`src/rtl/memory_r2_down_2_access.sv`:
```
// Serial access controller for tank r2_down_2: waits for the addressed word at the head, then streams it in or out.
// Latency req->ack = wait (0..575) + L + 1; one request at a time, req ignored unless IDLE (busy gives the backpressure).
module memory_r2_down_2_access #(
    parameter int DIGITS       = 18,
    parameter int MINOR_CYCLES = 32,
    parameter int DATA_W       = 35
) (
    input  logic              r2_clk,
    input  logic              r2_rst_n,
    input  logic              req,
    input  logic              we,
    input  logic              long,
    input  logic [4:0]        addr,
    input  logic [DATA_W-1:0] wdata,
    output logic              busy,
    output logic              ack,
    output logic              err,
    output logic [DATA_W-1:0] rdata,
    output logic [4:0]        mc_pos,
    output logic              r2_mib,
    output logic              r2_down_t2_in,
    output logic              r2_down_t2_out,
    output logic              r2_down_t2_clr,
    input  logic              r2_down_mob_t2
);
    localparam int SHORT_W = 17;
    localparam int DW      = $clog2(DIGITS);
    localparam logic [DW-1:0] DIG_LAST = DW'(DIGITS - 1);
    localparam logic [4:0]    MC_LAST  = 5'(MINOR_CYCLES - 1);
    localparam logic [5:0]    K_LONG   = 6'(DATA_W - 1);
    localparam logic [5:0]    K_SHORT  = 6'(SHORT_W - 1);

    typedef enum logic [1:0] {IDLE, WAIT, XFER, DONE} state_t;

    state_t            state, state_n;
    logic [DW-1:0]     digit;
    logic [4:0]        mc_next;
    logic              wrap;
    logic              we_q, long_q;
    logic [4:0]        addr_q;
    logic [DATA_W-1:0] wdata_q;
    logic [DATA_W-1:0] cap, cap_full;
    logic [5:0]        k, k_n, k_last;
    logic              load, go, go_we, go_bit;
    logic              busy_n, ack_n, err_n;

    assign wrap    = (digit == DIG_LAST);
    assign mc_next = (mc_pos == MC_LAST) ? 5'd0 : mc_pos + 5'd1;
    assign k_last  = long_q ? K_LONG : K_SHORT;

    // Outputs are registered, so every decision looks one cycle ahead:
    // "hit" means the addressed word's digit 0 is at the head next cycle.
    always_comb begin
        state_n = state;
        k_n     = k;
        load    = 1'b0;
        go      = 1'b0;
        go_we   = 1'b0;
        go_bit  = 1'b0;
        busy_n  = 1'b0;
        ack_n   = 1'b0;
        err_n   = 1'b0;
        unique case (state)
            IDLE: begin
                if (req) begin
                    if (long && addr[0]) begin
                        err_n = 1'b1;
                    end else begin
                        load   = 1'b1;
                        busy_n = 1'b1;
                        if (wrap && mc_next == addr) begin
                            state_n = XFER;
                            k_n     = 6'd0;
                            go      = 1'b1;
                            go_we   = we;
                            go_bit  = wdata[0];
                        end else begin
                            state_n = WAIT;
                        end
                    end
                end
            end
            WAIT: begin
                busy_n = 1'b1;
                if (wrap && mc_next == addr_q) begin
                    state_n = XFER;
                    k_n     = 6'd0;
                    go      = 1'b1;
                    go_we   = we_q;
                    go_bit  = wdata_q[0];
                end
            end
            XFER: begin
                if (k == k_last) begin
                    state_n = DONE;
                    ack_n   = 1'b1;
                end else begin
                    busy_n = 1'b1;
                    k_n    = k + 6'd1;
                    go     = 1'b1;
                    go_we  = we_q;
                    go_bit = wdata_q[k_n];
                end
            end
            DONE: state_n = IDLE;
            default: state_n = IDLE;
        endcase
    end

    always_comb begin
        cap_full    = cap;
        cap_full[k] = r2_down_mob_t2;
        if (!long_q) cap_full[DATA_W-1:SHORT_W] = '0;
    end

    always_ff @(posedge r2_clk or negedge r2_rst_n) begin
        if (!r2_rst_n) begin
            state          <= IDLE;
            digit          <= '0;
            mc_pos         <= '0;
            k              <= '0;
            we_q           <= 1'b0;
            long_q         <= 1'b0;
            addr_q         <= '0;
            wdata_q        <= '0;
            cap            <= '0;
            rdata          <= '0;
            busy           <= 1'b0;
            ack            <= 1'b0;
            err            <= 1'b0;
            r2_mib         <= 1'b0;
            r2_down_t2_in  <= 1'b0;
            r2_down_t2_out <= 1'b0;
            r2_down_t2_clr <= 1'b0;
        end else begin
            digit <= wrap ? '0 : digit + DW'(1);
            if (wrap) mc_pos <= mc_next;
            state          <= state_n;
            k              <= k_n;
            busy           <= busy_n;
            ack            <= ack_n;
            err            <= err_n;
            r2_down_t2_in  <= go & go_we;
            r2_down_t2_clr <= go & go_we;
            r2_down_t2_out <= go & ~go_we;
            r2_mib         <= go & go_we & go_bit;
            if (load) begin
                we_q    <= we;
                long_q  <= long;
                addr_q  <= addr;
                wdata_q <= wdata;
            end
            // rdata only changes when a read finishes, so it holds between reads.
            if (state == XFER && !we_q) begin
                cap[k] <= r2_down_mob_t2;
                if (k == k_last) rdata <= cap_full;
            end
        end
    end
endmodule
```
`config.mk`:
```
export PLATFORM = sky130hd
export DESIGN_NAME = memory_r2_down_2_access
export DESIGN_NICKNAME = d
export VERILOG_FILES = /design/src/rtl/memory_r2_down_2_access.sv
export SDC_FILE = /design/constraint.sdc
export NUM_CORES = 1
export LEC_CHECK = 0
export BUFFER_PORTS_ARGS = -buffer_cell sky130_fd_sc_hd__buf_4
export CELL_PAD_IN_SITES_DETAIL_PLACEMENT = 1
export CELL_PAD_IN_SITES_GLOBAL_PLACEMENT = 1
export CORE_MARGIN = 2
export CORE_UTILIZATION = 48
export CTS_CLUSTER_DIAMETER = 50
export DETAILED_ROUTE_END_ITERATION = 12
export HOLD_SLACK_MARGIN = 0.15
export PLACE_DENSITY_LB_ADDON = 0.2
export SLEW_MARGIN = 20
export SYNTH_ARGS = -nofsm -noshare
export SYNTH_HDL_FRONTEND = slang
export SYNTH_SLANG_ARGS = --single-unit
```
`constraint.sdc`:
```
create_clock -name r2_clk -period 7.42 [get_ports r2_clk]
set_clock_uncertainty 0.05 [all_clocks]
set_input_delay 0.742 -clock r2_clk [delete_from_list [all_inputs] [get_ports r2_clk]]
set_output_delay 0.742 -clock r2_clk [all_outputs]
set_load 0.02 [all_outputs]
```
==> results by group <==
Run status
  • Status: finished clean

Worst setup path
  • Slowest stage cell, crit path: dfrtp_1
  • Crit start category: flop
  • Cell count along the critical path: 6
  • Setup crit end kind: flop
  • R2R Setup Slk: 4.08 ns
  • Reg2reg end: r2_mib
  • Crit path arrival time: roughly 3.6 ns
  • CP required: 7.66 ns
  • Crit-path max FO: 21
  • FF-to-FF path depth: 6
  • Worst Path Buf+Inv: 0
  • Top delay family on crit path: flip-flops
  • CP cell instances: nand3_1 -> xnor2_1 -> mux4_2 -> nor4b_1 -> a311oi_1 -> a211oi_1
  • Worst r2r src: k[0]
  • Max stage delay on crit path: 0.99 ns
  • WS Path Type: flop to flop

Global route
  • First-pass GRT wire length: 29.2 mm
  • Grt total ovfl: 0
  • GR Util All Layers: 0.248
  • Initial antenna violation count: 0
  • Largest net degree at the start of global routing: 76
  • Vias in the first global route: 5735

Synth
  • Synth warn: 0
  • Seq/Total Area, Yosys: 0.500
  • Number of flops mapped to enable cells by yosys: 0
  • Count of cell types in the netlist: between 50 and 60
  • Syn nets: 770
  • Syn Inst Count: 715
  • Async S/R FF share, synth: 1.00
  • Avg Cell Area, Syn: 9.52 sq um
  • Mapped Area: between 6000 and 7000 sq um
  • Primary FF master, synth: dfrtp_1
  • Seq cells post-synth: 136

Timing
  • Crit path time final: 3.34 ns
  • # setup viols final: 0
  • Post-route setup slack: 4.08 ns
  • F_max: approximately 300 MHz
  • RSZ-0062 raised after global routing: false
  • Slew HR: 0.186
  • Tcrit/Tclk final: 0.450
  • Pins over their slew limit: 0
  • Slew at the pin with the worst max-slew slack: between 1 and 1.5 ns
  • Setup TNS: 0 ns
  • Fin. Hold Viols: 0

Placed design
  • Placed insts: 946
  • Routability Congestion: between 0.7 and 0.8
  • Pre-CTS WS: 4.04 ns
  • DPL Wire Length: 11.7 mm
  • I/O Buffers: 92

Clock network
  • Clk_lat worst skew: 0.42 ns
  • # H-tree levels: 4
  • Post-CTS Setup Bufs: 0
  • Clock buffer depth: 2
  • Cts hold-fix bufs: 0
  • CTS buffer count: 17
  • Root Buffer: clkbuf_16
  • Clock transition at path regs: 0.06 ns
  • CTS tree: yes
  • CTS resizes: 0
  • Clock sink total: about 140

Finish
  • Fin nets: 840
  • Sequential cell area: 3400 sq um
  • Area occupied by multi-input gates: 3210 sq um
  • # diodes: 0
  • Area grow syn2layout: 20.3%
  • Cell Count, Final, Fillers Out: 978
  • Layout cells sized above 1: 0.229
  • Fillers: 1540

Detailed routing
  • DR iter-0 viols: 390
  • Post-route ant nets: 0
  • Drt total wl: 17.8 mm
  • Vias: approximately 5400
  • Avg WL per Cell: around 18 microns
  • Via density: 5.56
  • Drt drc: 0
  • DRT Pass-1 Iters: 4

Die
  • Initial Util: 0.490
  • Num ports: 93
  • Row count: 43
  • Die area: ~15000 sq um
  • Die width: roughly 120 microns
  • Placeable core region: 13900 sq um
  • Die Height: 123 microns

Power
  • Peak VDD IR: 0.000179 V
  • Lkg Pwr: 3.83 nW
  • Pwr/cell area: 279 nW/um^2
  • Power, Total: around 2.3 mW

Worst hold path
  • Worst Hold Class: input pin to async pin

Flow run
  • Max_cap viols: 0
-- registers in the layout, indices dropped and copies added, names as in the netlist, 2 cells and up --
register,count
k,6
rdata,35
state,2
mc_pos,5
wdata_q,35
digit,5
addr_q,5
cap,35
-- cells by family after synthesis --
| family | count (synthesis) | share of synthesized area |
|---|---|---|
| flip-flops | 136 | 0.500 |
| AO/OA/AOI/OAI | 88 | 0.0882 |
| AND/OR/NAND/NOR | 342 | 0.215 |
| multiplexers | 72 | 0.129 |
| buffers and inverters | 53 | 0.0318 |
| XOR/XNOR | 15 | 0.0193 |
| adder cells (fa/ha/maj) | 9 | 0.0165 |
-- synthesized netlist by cell type, types with 2 or more instances --
library cell | n | area share
xor2_1 | 6 | 0.0077
inv_1 | 7 | 0.0039
dfrtp_1 | 136 | 0.50
buf_2 | 4 | 0.0029
nor2_1 | 57 | 0.031
or3_1 | 3 | 0.0028
and3_1 | 3 | 0.0028
nand3b_1 | 2 | 0.0022
a22o_1 | 18 | 0.023
nor2b_1 | 2 | 0.0018
and2_1 | 4 | 0.0037
nand2b_1 | 4 | 0.0037
nand3_1 | 21 | 0.015
a311oi_1 | 2 | 0.0026
buf_1 | 3 | 0.0017
mux2i_1 | 26 | 0.038
nor3b_1 | 2 | 0.0022
and3b_1 | 2 | 0.0026
nand4b_1 | 2 | 0.0026
a32o_1 | 2 | 0.0029
nand4_1 | 3 | 0.0028
a21oi_1 | 24 | 0.018
mux2_2 | 36 | 0.060
ha_1 | 9 | 0.017
nor3_1 | 11 | 0.0081
o31ai_1 | 3 | 0.0033
mux4_2 | 9 | 0.030
xnor2_1 | 9 | 0.012
clkbuf_1 | 36 | 0.020
nand2_1 | 217 | 0.12
o21ai_0 | 29 | 0.021
-- layer usage --
metal	vias up	global-route usage	routed length, microns	share of wire
met3	21	0.0461	655	0.037
met4	0	0.0838	243	0.014
met2	104	0.422	9360	0.53
met1	2758	0.320	7500	0.42
li1	2556	-	-	-
met5	-	0	0	0
-- metrics by stage --
step / hold WS [ns] / utilization / cell area, sq um
global placement: 0.404 / 0.547 / 7590
finish: 0.253 / 0.590 / 8190
CTS: 0.275 / 0.590 / 8180
floorplan: 0.390 / - / 6810
detailed placement: 0.409 / 0.547 / 7590
global route: 0.296 / 0.590 / 8190
-- where the power goes --
part           switching, mW  total, mW  internal (mW)
Combinational          0.309      0.515          0.205
Clock                  0.314      0.851          0.536
Sequential            0.0831      0.922          0.839
-- worst max path at each step --
stage,from,to,slack [ns]
floorplan,mc_pos[1],state[0],4.55
CTS,k[0],r2_mib,4.03
finish,k[0],r2_mib,4.08
global placement,k[0],r2_mib,4.16
global route,k[0],r2_mib,3.79
detailed placement,k[0],r2_mib,4.04
-- layout make-up --
class,count,area share
timing repair buffer,97,0.0894
multi-input combinational,526,0.392
sequential,136,0.416
clock buffer,24,0.0613
tap,180,0.0275
clock inverter,8,0.0113
inverter,7,0.00321
-- placed cells by master (no fill, tap or decap), types with 3 or more instances in the layout --
cell type and count:
and2_1 4, mux4_2 9, a22o_1 18, mux2_2 36
or3_1 3, dfrtp_1 136, buf_4 96, clkbuf_16 17
nand2b_1 4, and3_1 3, nand3_1 21, o21ai_0 29
xor2_1 6, xnor2_1 9, ha_1 9, clkbuf_8 5
nand4_1 3, o31ai_1 3, inv_1 7, nor2_1 57
a21oi_1 24, nor3_1 10, clkinv_2 5, nand2_1 216
mux2i_1 26
Note: power is estimated with default switching activity, not from simulation.
